File: config.mk
export PLATFORM = sky130hd
export DESIGN_NAME = seq_divider_16by8
export DESIGN_NICKNAME = d
export VERILOG_FILES = /design/src/rtl/div_pkg.sv /design/src/rtl/div_step.sv /design/src/rtl/seq_divider_16by8.sv
export SDC_FILE = /design/constraint.sdc
export NUM_CORES = 1
export LEC_CHECK = 0
export CORE_MARGIN = 5
export CORE_UTILIZATION = 54
export DETAILED_ROUTE_END_ITERATION = 10
export PLACE_DENSITY_LB_ADDON = 0.2
export RECOVER_POWER = 100
export SYNTH_ARGS = -nofsm -noshare
export SYNTH_HDL_FRONTEND = slang
export SYNTH_SLANG_ARGS = --single-unit
File: constraint.sdc
create_clock -name clk -period 4.55 [get_ports clk]
set_input_delay 0.6825 -clock clk [delete_from_list [all_inputs] [get_ports clk]]
set_output_delay 0.6825 -clock clk [all_outputs]
set_load 0.01 [all_outputs]
File: src/rtl/div_pkg.sv
// Shared definitions for the sequential 16/8 restoring divider.
// Holds the FSM state type, default widths and the iteration counter width.
package div_pkg;

    localparam int N_W_DEF = 16;
    localparam int D_W_DEF = 8;
    localparam int CNT_W   = $clog2(N_W_DEF);

    typedef enum logic [1:0] {
        IDLE = 2'd0,
        BUSY = 2'd1,
        DONE = 2'd2
    } state_t;

endpackage

File: src/rtl/div_step.sv
// One radix-2 restoring division step (purely combinational).
// Ports:
//   rem      - partial remainder entering the step (D_W+1 bits, value < divisor)
//   bit_in   - next dividend bit shifted into the remainder
//   divisor  - unsigned divisor
//   rem_next - partial remainder after the conditional subtract
//   q_bit    - resolved quotient bit
module div_step #(
    parameter int D_W = 8
) (
    input  logic [D_W:0]   rem,
    input  logic           bit_in,
    input  logic [D_W-1:0] divisor,
    output logic [D_W:0]   rem_next,
    output logic           q_bit
);

    logic [D_W:0] t;
    logic [D_W:0] diff;
    logic         unused_rem_msb;

    // The incoming remainder is always below the divisor, so its top bit is
    // zero and only the low D_W bits take part in the shift.
    assign unused_rem_msb = rem[D_W];

    assign t        = {rem[D_W-1:0], bit_in};
    assign diff     = t - {1'b0, divisor};
    assign q_bit    = (t >= {1'b0, divisor});
    assign rem_next = q_bit ? diff : t;

endmodule

File: src/rtl/seq_divider_16by8.sv
// Sequential radix-2 restoring divider, N_W-bit dividend by D_W-bit divisor.
// One quotient bit is resolved per clock; valid/ready on input and output.
// Ports:
//   clk, rst_n             - clock, asynchronous active-low reset
//   in_valid / in_ready    - operand handshake (in_ready high only in IDLE)
//   dividend, divisor      - unsigned operands, captured on accept
//   out_valid / out_ready  - result handshake
//   quotient, remainder    - registered result, stable while out_valid
//   div_by_zero            - set when the captured divisor was zero
module seq_divider_16by8
    import div_pkg::*;
#(
    parameter int N_W = N_W_DEF,
    parameter int D_W = D_W_DEF
) (
    input  logic           clk,
    input  logic           rst_n,
    input  logic           in_valid,
    output logic           in_ready,
    input  logic [N_W-1:0] dividend,
    input  logic [D_W-1:0] divisor,
    output logic           out_valid,
    input  logic           out_ready,
    output logic [N_W-1:0] quotient,
    output logic [D_W-1:0] remainder,
    output logic           div_by_zero
);

    localparam int CNT_BITS = $clog2(N_W);

    state_t              state;
    // quo starts as the dividend; each step shifts a dividend bit out of the
    // MSB and a quotient bit into the LSB, so it ends holding the quotient.
    logic [N_W-1:0]      quo;
    logic [D_W:0]        rem;
    logic [D_W-1:0]      dvs;
    logic [CNT_BITS-1:0] cnt;
    logic                dbz;
    logic [D_W:0]        rem_next;
    logic                q_bit;

    div_step #(.D_W(D_W)) u_step (
        .rem      (rem),
        .bit_in   (quo[N_W-1]),
        .divisor  (dvs),
        .rem_next (rem_next),
        .q_bit    (q_bit)
    );

    assign in_ready    = (state == IDLE);
    assign quotient    = quo;
    assign remainder   = rem[D_W-1:0];
    assign div_by_zero = dbz;

    always_ff @(posedge clk or negedge rst_n) begin
        if (!rst_n) begin
            state     <= IDLE;
            quo       <= '0;
            rem       <= '0;
            dvs       <= '0;
            cnt       <= '0;
            dbz       <= 1'b0;
            out_valid <= 1'b0;
        end else begin
            case (state)
                IDLE: begin
                    if (in_valid) begin
                        dvs <= divisor;
                        if (divisor == '0) begin
                            // Zero divisor short-circuits straight to a result.
                            quo       <= '1;
                            rem       <= {1'b0, dividend[D_W-1:0]};
                            dbz       <= 1'b1;
                            out_valid <= 1'b1;
                            state     <= DONE;
                        end else begin
                            quo   <= dividend;
                            rem   <= '0;
                            dbz   <= 1'b0;
                            cnt   <= CNT_BITS'(N_W - 1);
                            state <= BUSY;
                        end
                    end
                end
                BUSY: begin
                    quo <= {quo[N_W-2:0], q_bit};
                    rem <= rem_next;
                    if (cnt == '0) begin
                        out_valid <= 1'b1;
                        state     <= DONE;
                    end else begin
                        cnt <= cnt - CNT_BITS'(1);
                    end
                end
                DONE: begin
                    if (out_ready) begin
                        out_valid <= 1'b0;
                        state     <= IDLE;
                    end
                end
                default: begin
                    out_valid <= 1'b0;
                    state     <= IDLE;
                end
            endcase
        end
    end

endmodule

# After elaboration in Yosys (flattened, before gate mapping)

Index checks and enable logic that the tools add are counted.

Register bits after elaboration: 40
Input bits: 28

Multiplexer cells: 22
Add/subtract/negate cells: 2
Eq/ne operators: 8
Order comparisons: 1
Reduce and logical (&&, ||, !) cells: 9

Operator list:

| cell                                                                   | count |
|---|---|
| 16-bit 2-to-1 mux                                                      | 2 |
| 16-bit case mux with 2 select lines                                    | 1 |
| 8-bit 2-to-1 mux                                                       | 3 |
| 8-bit case mux with 2 select lines                                     | 1 |
| 4-bit 2-to-1 mux                                                       | 3 |
| 2-bit != test (second input constant)                                  | 5 |
| 9-bit by 8-bit >= comparator with 1-bit output                         | 1 |
| 8-bit zero test                                                        | 1 |
| 2-bit 2-to-1 mux                                                       | 4 |
| 4-bit case mux with 2 select lines                                     | 1 |
| 4-bit AND reduction                                                    | 2 |
| 8-bit subtractor                                                       | 1 |
| 2-bit case mux with 3 select lines                                     | 1 |
| 1-bit 2-to-1 mux                                                       | 5 |
| 4-bit zero test                                                        | 1 |
| 2-bit AND reduction                                                    | 2 |
| 4-bit by 1-bit subtractor with 4-bit output (second input constant)    | 1 |
| 1-bit case mux with 3 select lines                                     | 1 |
| 3-bit AND reduction                                                    | 1 |
| 2-bit by 1-bit equality test with 1-bit output (second input constant) | 1 |
| 2-bit equality test (second input constant)                            | 1 |
| 2-bit zero test                                                        | 1 |
| 2-bit by 1-bit != test with 1-bit output (second input constant)       | 1 |
| 2-bit nonzero test                                                     | 1 |

# Depth between registers and ports, before layout

Word-level depth: 4
Gate-level depth with buffers: 8
Depth with buffers taken out: 8

# Cells and area by module

A second synthesis with hierarchy kept.

Cell total of the unflattened synthesis: 269
Area total of the unflattened synthesis: 2,621.3 µm²

Modules (own cells, without submodules):

| module            | area each (µm²) | sequential area each (µm²) | times used | cells an instance |
|---|---|---|---|---|
| seq_divider_16by8 | 2,074.5         | 1,026.0                    | 1          | 193 |
| div_step          | 546.8           | 0.0                        | 1          | 76 |

# Least setup slack after synthesis

OpenSTA, ideal clock, no wires.

Kind: register to register
From: reg rem[5]
To: reg rem[6]
Setup slack: 2.427 ns
Cell stages (with the launch flop): 8
Arrival: 2.004 ns
Required time: 4.430 ns
Path buffers: 1
Cell sequence: dfrtp_1 ha_1 a21o_1 a211oi_2 o21ai_1 buf_6 or4_1 and3_1

Longest elaborated chain between the ends: 3

Ends and longest elaborated chain:

| element                                                                            | RTL line                       | RTL |
|---|---|---|
| start, declared                                                                    | seq_divider_16by8.sv:35        | `logic [D_W:0] rem;` |
| start signal, assigned                                                             | seq_divider_16by8.sv:72        | `rem <= {1'b0, dividend[D_W-1:0]};` |
| start signal, assigned                                                             | seq_divider_16by8.sv:87        | `rem <= rem_next;` |
| 8-bit subtractor or 9-bit by 8-bit >= comparator with 1-bit output (tied branches) | div_step.sv:27, div_step.sv:28 |  |
| 8-bit 2-to-1 mux *                                                                 | div_step.sv:29                 | `assign rem_next = q_bit ? diff : t;` |
| 8-bit case mux with 2 select lines *                                               | seq_divider_16by8.sv:65        | `case (state)` |

Every way passes the cells marked *; elsewhere a longest branch is shown, timed or not.
A chain may end at the register's enable or synchronous reset.

# Final worst setup path

From: in in_valid
To: reg cnt[3]

Longest elaborated chain between the ends: 2

Ends and longest elaborated chain:

| element                       | RTL line                | RTL |
|---|---|---|
| start, declared               | seq_divider_16by8.sv:18 | `input logic in_valid,` |
| 2-bit != test (no line)       | -                       |  |
| 4-bit AND reduction (no line) | -                       |  |
| end signal, assigned          | seq_divider_16by8.sv:80 | `cnt <= CNT_BITS'(N_W - 1);` |
| end signal, assigned          | seq_divider_16by8.sv:92 | `cnt <= cnt - CNT_BITS'(1);` |
| end, declared                 | seq_divider_16by8.sv:37 | `logic [CNT_BITS-1:0] cnt;` |

No other way between the ends.

==> metrics.md <==
| Metric | Value |
|---|---|
| Run status | `finished with violations` |
| Failing checks | `max-capacitance violations, max-slew violations` |
| Final period util | `70.3%` |
| GR Overflow Total | `0` |
| TNS Setup | `0 ns` |
| Endpoint type of the worst setup path | `flop` |
| EDFF count, synth | `0` |
| CP max stage cell | `clkbuf_1` |
| Max_cap viols | `1` |
| Sequential share of the synthesized area | `43.4%` |
| Die Y-Extent | `roughly 75 µm` |
| ANT nets after route | `0` |
| H-tree lvl count | `2` |
| All-Layer GR Usage | `a little over a fifth` |
| Maximum vdd drop | `between 0.4 and 0.5 mV` |
| Netlist Area Pre-Place | `approximately 0.0023 mm²` |
| Fin. max-slew vios | `just over 40` |
| Placed Cells | `348` |
| TritonCTS clock tree | `yes` |
| Vias per inst | `slightly below 6` |
| Worst-Margin Slew | `approximately 2.1 ns` |
| DRC | `0` |
| Pwr Density | `~780 mW/mm²` |
| RSZ-0062 raised after global routing | `no` |
| DRT Wirelength | `approximately 5700 µm` |
| Syn nets | `about 300` |
| CP startpoint kind | `input port` |
| Fin cells | `approximately 360` |
| Vias in the first global route | `approximately 2k` |
| I/O Buffers | `between 50 and 60` |
| Syn. warnings | `0` |
| DR vias | `2111` |
| Hold Buf Count CTS | `0` |
| Number of inserted diodes | `0` |
| Crit path max fanout | `40` |
| Pin count of the biggest net entering global routing | `41` |
| Critical path, cell by cell | `dlygate4sd3_1, nor3b_1, clkbuf_1, a2bb2oi_1, a21oi_1, o22a_1` |
| Post_cts resized | `0` |
| Flops & latches, synth | `40` |
| Total Die Area | `between 0.005 and 0.006 mm²` |
| Leak Pwr | `between 1 and 1.5 nW` |
| FP Rows | `23` |
| Worst Hold Class | `reg -> reg` |
| Fin Hold WS | `approximately 0.5 ns` |
| Clock Path Buffers | `2` |
| Slew margin rel. | `-40.5%` |
| Placer Congestion | `between 0.8 and 0.9` |
| Critical Path RT | `approximately 4.7 ns` |
| Ports | `between 50 and 60` |
| Most frequent cells in the layout | `nand2_1, dfrtp_1, o21ai_0, dlygate4sd3_1, clkdlybuf4s50_1` |
| Layout cell share with drive strength beyond 1 | `5.88%` |
| WL/cell | `between 15 and 20 µm` |
| Post-synth ARST share | `100%` |
| Top sig layer | `met4` |
| First-pass GRT wire length | `9410 µm` |
| Clock latency on the worst-skew pair | `~0.3 ns` |
| Worst path max stage delay | `~1.1 ns` |
| Setup CP Type | `in -> reg` |
| Drt pass-1 iters | `5` |
| F_max | `approximately 310 MHz` |
| DP HPWL | `approximately 4200 µm` |
| CTS clk-pin slew, worst paths | `roughly 0.080 ns` |
| WL met3 | `between 300 and 400 µm` |
| DRT iter0 DRCs | `roughly 180` |
| Initial antenna violation count | `0` |
| Clk_skew | `0.00697 ns` |
| Final-report hold violation count | `0` |
| # setup viols final | `0` |
| Core box area | `0.00406 mm²` |
| Synth Flop Type | `dfrtp_1` |
| Number of fillers in the final layout | `315` |
| Syn avg cell area | `~9 µm²` |
| Final net count | `343` |
| Synth top area share | `43.4%` |
| Critical Path AT | `3.37 ns` |
| Die W | `about 75 µm` |
| Post-Route M1 WL | `2520 µm` |
| Area growth from synthesis to layout | `27.1%` |
| Util after Layout | `between 70% and 80%` |
| CTS root buffer | `clkbuf_8` |
| Mapped Cells | `between 200 and 300` |
| WL met2 | `roughly 2800 µm` |
| Leading area contributor after synthesis | `dfrtp_1` |
| Setup bufs post-CTS | `0` |
| CTS sink count | `40` |
| Crit path time final | `3.20 ns` |
| Initial Utilization | `a little under three fifths` |
| Clock buffer count from CTS | `5` |
| Synth cell types | `50` |
| Ranking of synthesized cells by area | `dfrtp_1, nand2_1, o21ai_0, a22oi_1, ha_1` |
[routing by layer]
| metal | GRT usage, % | up-vias |
|---|---|---|
| li1 | - | 1030 |
| met1 | 29.2 | 1017 |
| met2 | 35.6 | 59 |
| met3 | 4.88 | 5 |
| met4 | 6.41 | 0 |
| met5 | 0 | - |
[metrics by stage]
stage	power (mW)	setup slack, ns	cell area (µm²)
floorplan	1.64	2.43	2300
global placement	2.06	1.68	2860
CTS	2.36	1.79	2950
finish	2.29	1.35	2930
global route	2.51	1.08	2930
detailed placement	2.11	1.45	2860
[where the power goes]
| group | total [mW] | switching, mW | internal, mW | leakage [nW] |
|---|---|---|---|---|
| Combinational | 1.37 | 0.739 | 0.631 | 0.759 |
| Clock | 0.246 | 0.123 | 0.123 | 0.0445 |
| Sequential | 0.674 | 0.142 | 0.532 | 0.482 |
| Total | 2.29 | 1.00 | 1.29 | 1.29 |
[final cells by class]
cell class                 count  area (µm²)  area share (%)
multi-input combinational    189        1170            40.1
sequential                    40        1000            34.2
timing repair buffer          57         553            18.9
clock buffer                   7        86.3            2.95
tap                           50        62.6            2.14
inverter                      12        45.0            1.54
clock inverter                 1        7.51           0.256
[sequential cells by signal, summed over array words and instances (netlist names)]
name and cells:
out_valid 1, rem 8, dvs 8, cnt 4, quotient 16, div_by_zero 1, state 2
[logic make-up (layout without fill, tap and decap cells)]
family | Yosys count | in the layout | synth area share, %
flip-flops | 40 | 40 | 43.4
XOR/XNOR | 3 | 3 | 1.14
adder cells (fa/ha/maj) | 10 | 10 | 5.75
AND/OR/NAND/NOR | 90 | 90 | 19.0
AO/OA/AOI/OAI | 86 | 86 | 25.4
buffers and inverters | 28 | 77 | 5.27
[worst paths after layout]
| check | start | end | slack [ns] | depth (start not counted) |
|---|---|---|---|---|
| setup / recovery | in_valid | cnt[3]$_DFFE_PN0P_ | 1.35 | 6 |
| hold / removal | dvs[0]$_DFFE_PN0P_ | dvs[0]$_DFFE_PN0P_ | 0.49 | 2 |
| setup reg to reg | state[1]$_DFFE_PN0P_ | cnt[3]$_DFFE_PN0P_ | 1.85 | 5 |
| hold reg to reg | dvs[0]$_DFFE_PN0P_ | dvs[0]$_DFFE_PN0P_ | 0.49 | 2 |
| max in group asynchronous | rst_n | dvs[4]$_DFFE_PN0P_ | 2.36 | 1 |
| min in group asynchronous | rst_n | cnt[2]$_DFFE_PN0P_ | 0.99 | 1 |
[cells in the mapped netlist, types with 3 or more instances]
library cell / n
a211oi_1: 4
a21oi_1: 8
a22oi_1: 15
a2bb2oi_1: 3
a311oi_1: 4
and3_1: 3
buf_2: 4
clkbuf_1: 10
dfrtp_1: 40
ha_1: 9
inv_1: 12
nand2_1: 40
nand2b_1: 6
nand3_1: 7
nor2_1: 12
nor3_1: 3
nor4_1: 5
o21ai_0: 29
xnor2_1: 3
[critical path, delay by kind of cell]
kind | cells | cell delay, ns
AO/OA/AOI/OAI | 3 | 0.81
buffers and inverters | 2 | 1.64
AND/OR/NAND/NOR | 1 | 0.24
Note: power is estimated with default switching activity, not from simulation.
